===== src/rtl/serial_sub_pkg.sv =====
// Shared definitions for the bit-serial subtractor.
//   state_t   : control FSM encoding (IDLE, RUN, DONE), 2 bits.
//   cnt_width : width of the bit counter for a given operand width.
package serial_sub_pkg;

  typedef enum logic [1:0] {
    IDLE = 2'd0,
    RUN  = 2'd1,
    DONE = 2'd2
  } state_t;

  function automatic int cnt_width(input int width);
    return $clog2(width);
  endfunction

endpackage


===== src/rtl/serial_subtractor_full_subtractor.sv =====
// One-bit full subtractor cell: d = x - y - bin, with borrow-out bout.
// Ports:
//   x, y  : minuend / subtrahend bits
//   bin   : borrow in
//   d     : difference bit
//   bout  : borrow out
module full_subtractor (
  input  logic x,
  input  logic y,
  input  logic bin,
  output logic d,
  output logic bout
);

  assign d    = x ^ y ^ bin;
  assign bout = (~x & y) | (~(x ^ y) & bin);

endmodule


===== src/rtl/serial_subtractor.sv =====
// Bit-serial subtractor: computes a - b one bit per clock, LSB first,
// through a single full_subtractor cell. An accepted start launches
// WIDTH RUN cycles followed by a one-cycle DONE pulse; diff/borrow are
// held until the next operation completes (or reset).
// Optional feature macro: SERIAL_SUB_SIGNED_OVF_EN adds the ovf output
// (two's-complement overflow of a - b), updated together with diff.
// Ports:
//   clk     : rising-edge clock
//   reset_n : synchronous active-low reset
//   start   : request pulse, sampled only in IDLE
//   a, b    : minuend / subtrahend, captured on the accepted start edge
//   busy    : high in RUN
//   done    : one-cycle pulse when diff/borrow are valid
//   diff    : (a - b) mod 2^WIDTH
//   borrow  : 1 iff unsigned a < b
//   ovf     : (macro only) signed overflow of a - b
module serial_subtractor
  import serial_sub_pkg::*;
#(
  parameter int WIDTH = 4
) (
  input  logic             clk,
  input  logic             reset_n,
  input  logic             start,
  input  logic [WIDTH-1:0] a,
  input  logic [WIDTH-1:0] b,
  output logic             busy,
  output logic             done,
  output logic [WIDTH-1:0] diff,
`ifdef SERIAL_SUB_SIGNED_OVF_EN
  output logic             borrow,
  output logic             ovf
`else
  output logic             borrow
`endif
);

  localparam int CW = cnt_width(WIDTH);
  localparam logic [CW-1:0] LAST = CW'(WIDTH - 1);

  state_t state, state_next;

  logic [WIDTH-1:0] sh_a;
  logic [WIDTH-1:0] sh_b;
  logic [WIDTH-1:0] res;
  logic [CW-1:0]    cnt;
  logic             bin;
  logic             cell_d;
  logic             cell_bout;
  logic             last_bit;

  full_subtractor u_cell (
    .x    (sh_a[0]),
    .y    (sh_b[0]),
    .bin  (bin),
    .d    (cell_d),
    .bout (cell_bout)
  );

  assign last_bit = (cnt == LAST);

  // State register
  always_ff @(posedge clk) begin
    if (!reset_n) state <= IDLE;
    else          state <= state_next;
  end

  // Next-state logic
  always_comb begin
    state_next = state;
    case (state)
      IDLE:    if (start)    state_next = RUN;
      RUN:     if (last_bit) state_next = DONE;
      DONE:                  state_next = IDLE;
      default:               state_next = IDLE;
    endcase
  end

  // Outputs decoded from state
  always_comb begin
    busy = (state == RUN);
    done = (state == DONE);
  end

  // Serial datapath: operand shifters, result shifter, borrow chain
  always_ff @(posedge clk) begin
    if (!reset_n) begin
      sh_a   <= '0;
      sh_b   <= '0;
      res    <= '0;
      cnt    <= '0;
      bin    <= 1'b0;
      diff   <= '0;
      borrow <= 1'b0;
    end else begin
      case (state)
        IDLE: begin
          if (start) begin
            sh_a <= a;
            sh_b <= b;
            cnt  <= '0;
            bin  <= 1'b0;
          end
        end
        RUN: begin
          sh_a <= sh_a >> 1;
          sh_b <= sh_b >> 1;
          res  <= {cell_d, res[WIDTH-1:1]};
          bin  <= cell_bout;
          cnt  <= cnt + CW'(1);
          // The final bit is merged in directly so diff lands on the
          // RUN->DONE edge without an extra cycle.
          if (last_bit) begin
            diff   <= {cell_d, res[WIDTH-1:1]};
            borrow <= cell_bout;
          end
        end
        default: ;
      endcase
    end
  end

`ifdef SERIAL_SUB_SIGNED_OVF_EN
  // On the last RUN step the cell sees the operand MSBs, and cell_d is
  // the result MSB, so overflow is resolved in the same pass.
  always_ff @(posedge clk) begin
    if (!reset_n) begin
      ovf <= 1'b0;
    end else if (state == RUN && last_bit) begin
      ovf <= (sh_a[0] ^ sh_b[0]) & (cell_d ^ sh_a[0]);
    end
  end
`endif

endmodule


===== config.mk =====
export PLATFORM = sky130hd
export DESIGN_NAME = serial_subtractor
export DESIGN_NICKNAME = d
export VERILOG_FILES = /design/src/rtl/serial_sub_pkg.sv /design/src/rtl/serial_subtractor_full_subtractor.sv /design/src/rtl/serial_subtractor.sv
export SDC_FILE = /design/constraint.sdc
export NUM_CORES = 1
export LEC_CHECK = 0
export BUFFER_PORTS_ARGS = -buffer_cell sky130_fd_sc_hd__buf_2
export CAP_MARGIN = 5
export CORE_AREA = 8 8 51 53
export CTS_CLUSTER_SIZE = 24
export DETAILED_ROUTE_END_ITERATION = 6
export DIE_AREA = 0 0 59 61
export PLACE_DENSITY = 0.76
export SKIP_LAST_GASP = 1
export SYNTH_ARGS = -nofsm -noshare
export SYNTH_HDL_FRONTEND = slang
export SYNTH_SLANG_ARGS = --single-unit

===== constraint.sdc =====
create_clock -name clk -period 1.6 [get_ports clk]
set_input_delay 0.24 -clock clk [delete_from_list [all_inputs] [get_ports clk]]
set_output_delay 0.24 -clock clk [all_outputs]
set_load 0.01 [all_outputs]

==> results.yml <==
logic_synthesis:
  synth_most_common_cell: "dfxtp_1"
  synthTopCellsByCount: "dfxtp_1 (21), nand2_1 (19), mux2i_1 (9), o211a_1 (7)"
  synth_top_area_share_pct: 46.9
  syn-num-nets: 107
  post_synth_num_cell_types: 23
  synth_warnings: 0
  synth.avg_cell_area_um2: 9.54
  yosys-top-cells-area: "dfxtp_1 (47%), mux2i_1 (10%), nand2_1 (7.9%)"
  synth-seq-cells: 21
  synth_area_leader_cell: "dfxtp_1"
  syn_area_um2: 897
  synth-async-reset-ratio_pct: 0
  synth-edff-count: 0
  synth_top_flop_cell: "dfxtp_1"
  seq_area_frac_synth_pct: 46.9
  synthCells: 94
critical_path:
  rr_startpoint: "cnt[0]"
  cp-end-kind: "primary output"
  cp_slowest_stage_delay_ps: 400
  crit_type: "reg -> out"
  reg2regPathDepth: 4
  r2r-end: "borrow"
  cp.arrival_ps: 1150
  crit_path_start: "state[0]"
  r2r_slack_ps: 380
  cp_slowest_cell: "dfxtp_1"
  start_kind: "flip-flop"
  crit_chain: "nor2b_1 > buf_4 > buf_2"
  critPathRequiredTime_ps: 1360
  critPathMaxFanout: 7
grt:
  grt.overflow.total: 0
  grt_start_max_net_pins: 30
  groute.usage.overall_pct: 9.50
  grt_pass1_wl_mm: 2.59
  grt_pass1_vias: 614
  antenna_found_initial: 0
cts:
  cts.sinks: 21
  cts.clk_slew.worst_paths_ps: 110
  postCtsSetupBuffers: 0
  hold_buffers: 0
  clockBufferDepth: 2
  cts_tree: "done"
  ctsRootBufferMaster: "clkbuf_4"
  cts-buffers-inserted: 3
  clk_latency_ps: 290
  cts_resized: 0
  htreeDepth: 1
timing:
  finClkSkew_ps: 2.14
  worstMarginPinSlew_ps: 437
  setup_violations: 0
  timing.final.crit_share_pct: 87.1
  maxSlewViolCount: 0
  min_period_ps: 1390
  max_freq_mhz: 717
  tns_ps: 0
  rsz0062_at_grt: "false"
  final-hold-violation-count: 0
  slew_headroom_pct: 70.9
floorplanning:
  core_um2: 1840
  dieArea_um2: 3600
  dieHeight_um: 61
  ios: 18
  initial_core_util_pct: 48.7
  num_rows: 16
  die_w_um: 59
routing:
  ant_nets: 0
  drc: 0
  routed_via_density: 4.91
  wl_mm: 1.54
  dr_total_vias: 673
  first_pass_iters: 4
  drtIter0Drc: 6
  wl_per_cell_um: 11.2
placement:
  gp_congestion: 0.688
  hpwl_mm: 1.10
  port_buffers: 17
min_path:
  hold-path-cell-count: 3
  min_from: "a[3]"
  worstHoldEndpoint: "sh_a[3]"
  min_path_type: "in -> reg"
layout:
  fin_nets: 124
  n_antenna_cell: 0
  areaGrowthSynthToFinish_pct: 12.7
  layout-drive-gt1-share_pct: 20.9
  fin_util_pct: 54.9
pwr:
  p_leak_nw: 0.497
  power.density_nw_per_um2: 915
  p_total_w: 0.000925
  ir_drop_v: 0.000532
run:
  drv_cap: 0
status:
  status: "completed"
logic make-up (layout without fill, tap and decap cells):
group / count (synthesis) / after routing / synth area share, %
and+or+nand+nor: 34 / 34 / 17.9
DFF: 21 / 21 / 46.9
AOI/OAI and AO/OA: 18 / 18 / 14.8
buffers and inverters: 10 / 26 / 6.83
muxes: 9 / 9 / 10.0
adders and majority gates: 2 / 2 / 3.63
area by class of cell:
type	instances	area, um2
Multi-Input combinational cell	63	415
Fill cell	185	831
Tap cell	27	33.8
Sequential cell	21	420
Timing Repair Buffer	20	108
Clock buffer	4	26.3
Inverter	2	7.51
registers in the layout, summed over array words and instances, names as in the netlist:
name and flops:
sh_b 4, borrow 1, sh_a 4, cnt 2, bin 1, diff 4
res 3, state 2
routing by layer:
metal  up-vias  global-route usage (%)  wire (um)
met5         -                       0          0
li1        353                       -          -
met1       313                    10.1        728
met4         0                    6.14         12
met2         5                    15.7        748
met3         2                    3.39         51
critical path: cells and delay by family (launching register included):
kind	cells	cell delay, ps
buf+inv	2	300
simple gates	1	150
flops	1	400
power breakdown:
part / total, W / internal, W / switching [W] / leakage (nW)
logic: 0.000115 / 0.0000577 / 0.0000577 / 0.310
clock network: 0.000246 / 0.0000970 / 0.000149 / 0.0150
registers: 0.000564 / 0.000548 / 0.0000153 / 0.172
total: 0.000925 / 0.000703 / 0.000222 / 0.497
cells in the final DEF (no fill, tap or decap):
| master | instances |
|---|---|
| dfxtp_1 | 21 |
| nand2_1 | 19 |
| buf_2 | 17 |
| mux2i_1 | 9 |
| o211a_1 | 7 |
| nor2b_1 | 5 |
| nand3_1 | 5 |
| o21ai_1 | 5 |
| clkbuf_4 | 3 |
| buf_4 | 3 |
| inv_1 | 2 |
| o21ai_0 | 2 |
| o22ai_1 | 2 |
| o21ba_1 | 1 |
| and3_1 | 1 |
| a21oi_1 | 1 |
| and3b_1 | 1 |
| nor2_1 | 1 |
| and2_1 | 1 |
| nand3b_1 | 1 |
| fa_1 | 1 |
| ha_1 | 1 |
| clkbuf_1 | 1 |
how the worst max path moves through the flow:
stage | end | slack [ps] | cells past startpoint
final | busy | 210 | 3
after global routing | busy | 120 | 3
after CTS | busy | 190 | 3
after detailed placement | borrow | 400 | 4
after global placement | borrow | 450 | 4
after floorplan | borrow | 470 | 4
stage by stage:
| step | std cells | worst slack (ps) | hold WS (ps) | cell area (um2) |
|---|---|---|---|---|
| finish | 137 | 206 | 188 | 1010 |
| global route | 137 | 122 | 178 | 1010 |
| CTS | 137 | 188 | 177 | 1010 |
| detailed placement | 133 | 399 | 445 | 985 |
| global placement | 133 | 447 | 438 | 985 |
| floorplan | 94 | 470 | 390 | 897 |
Power figures use the tool's default switching activity.
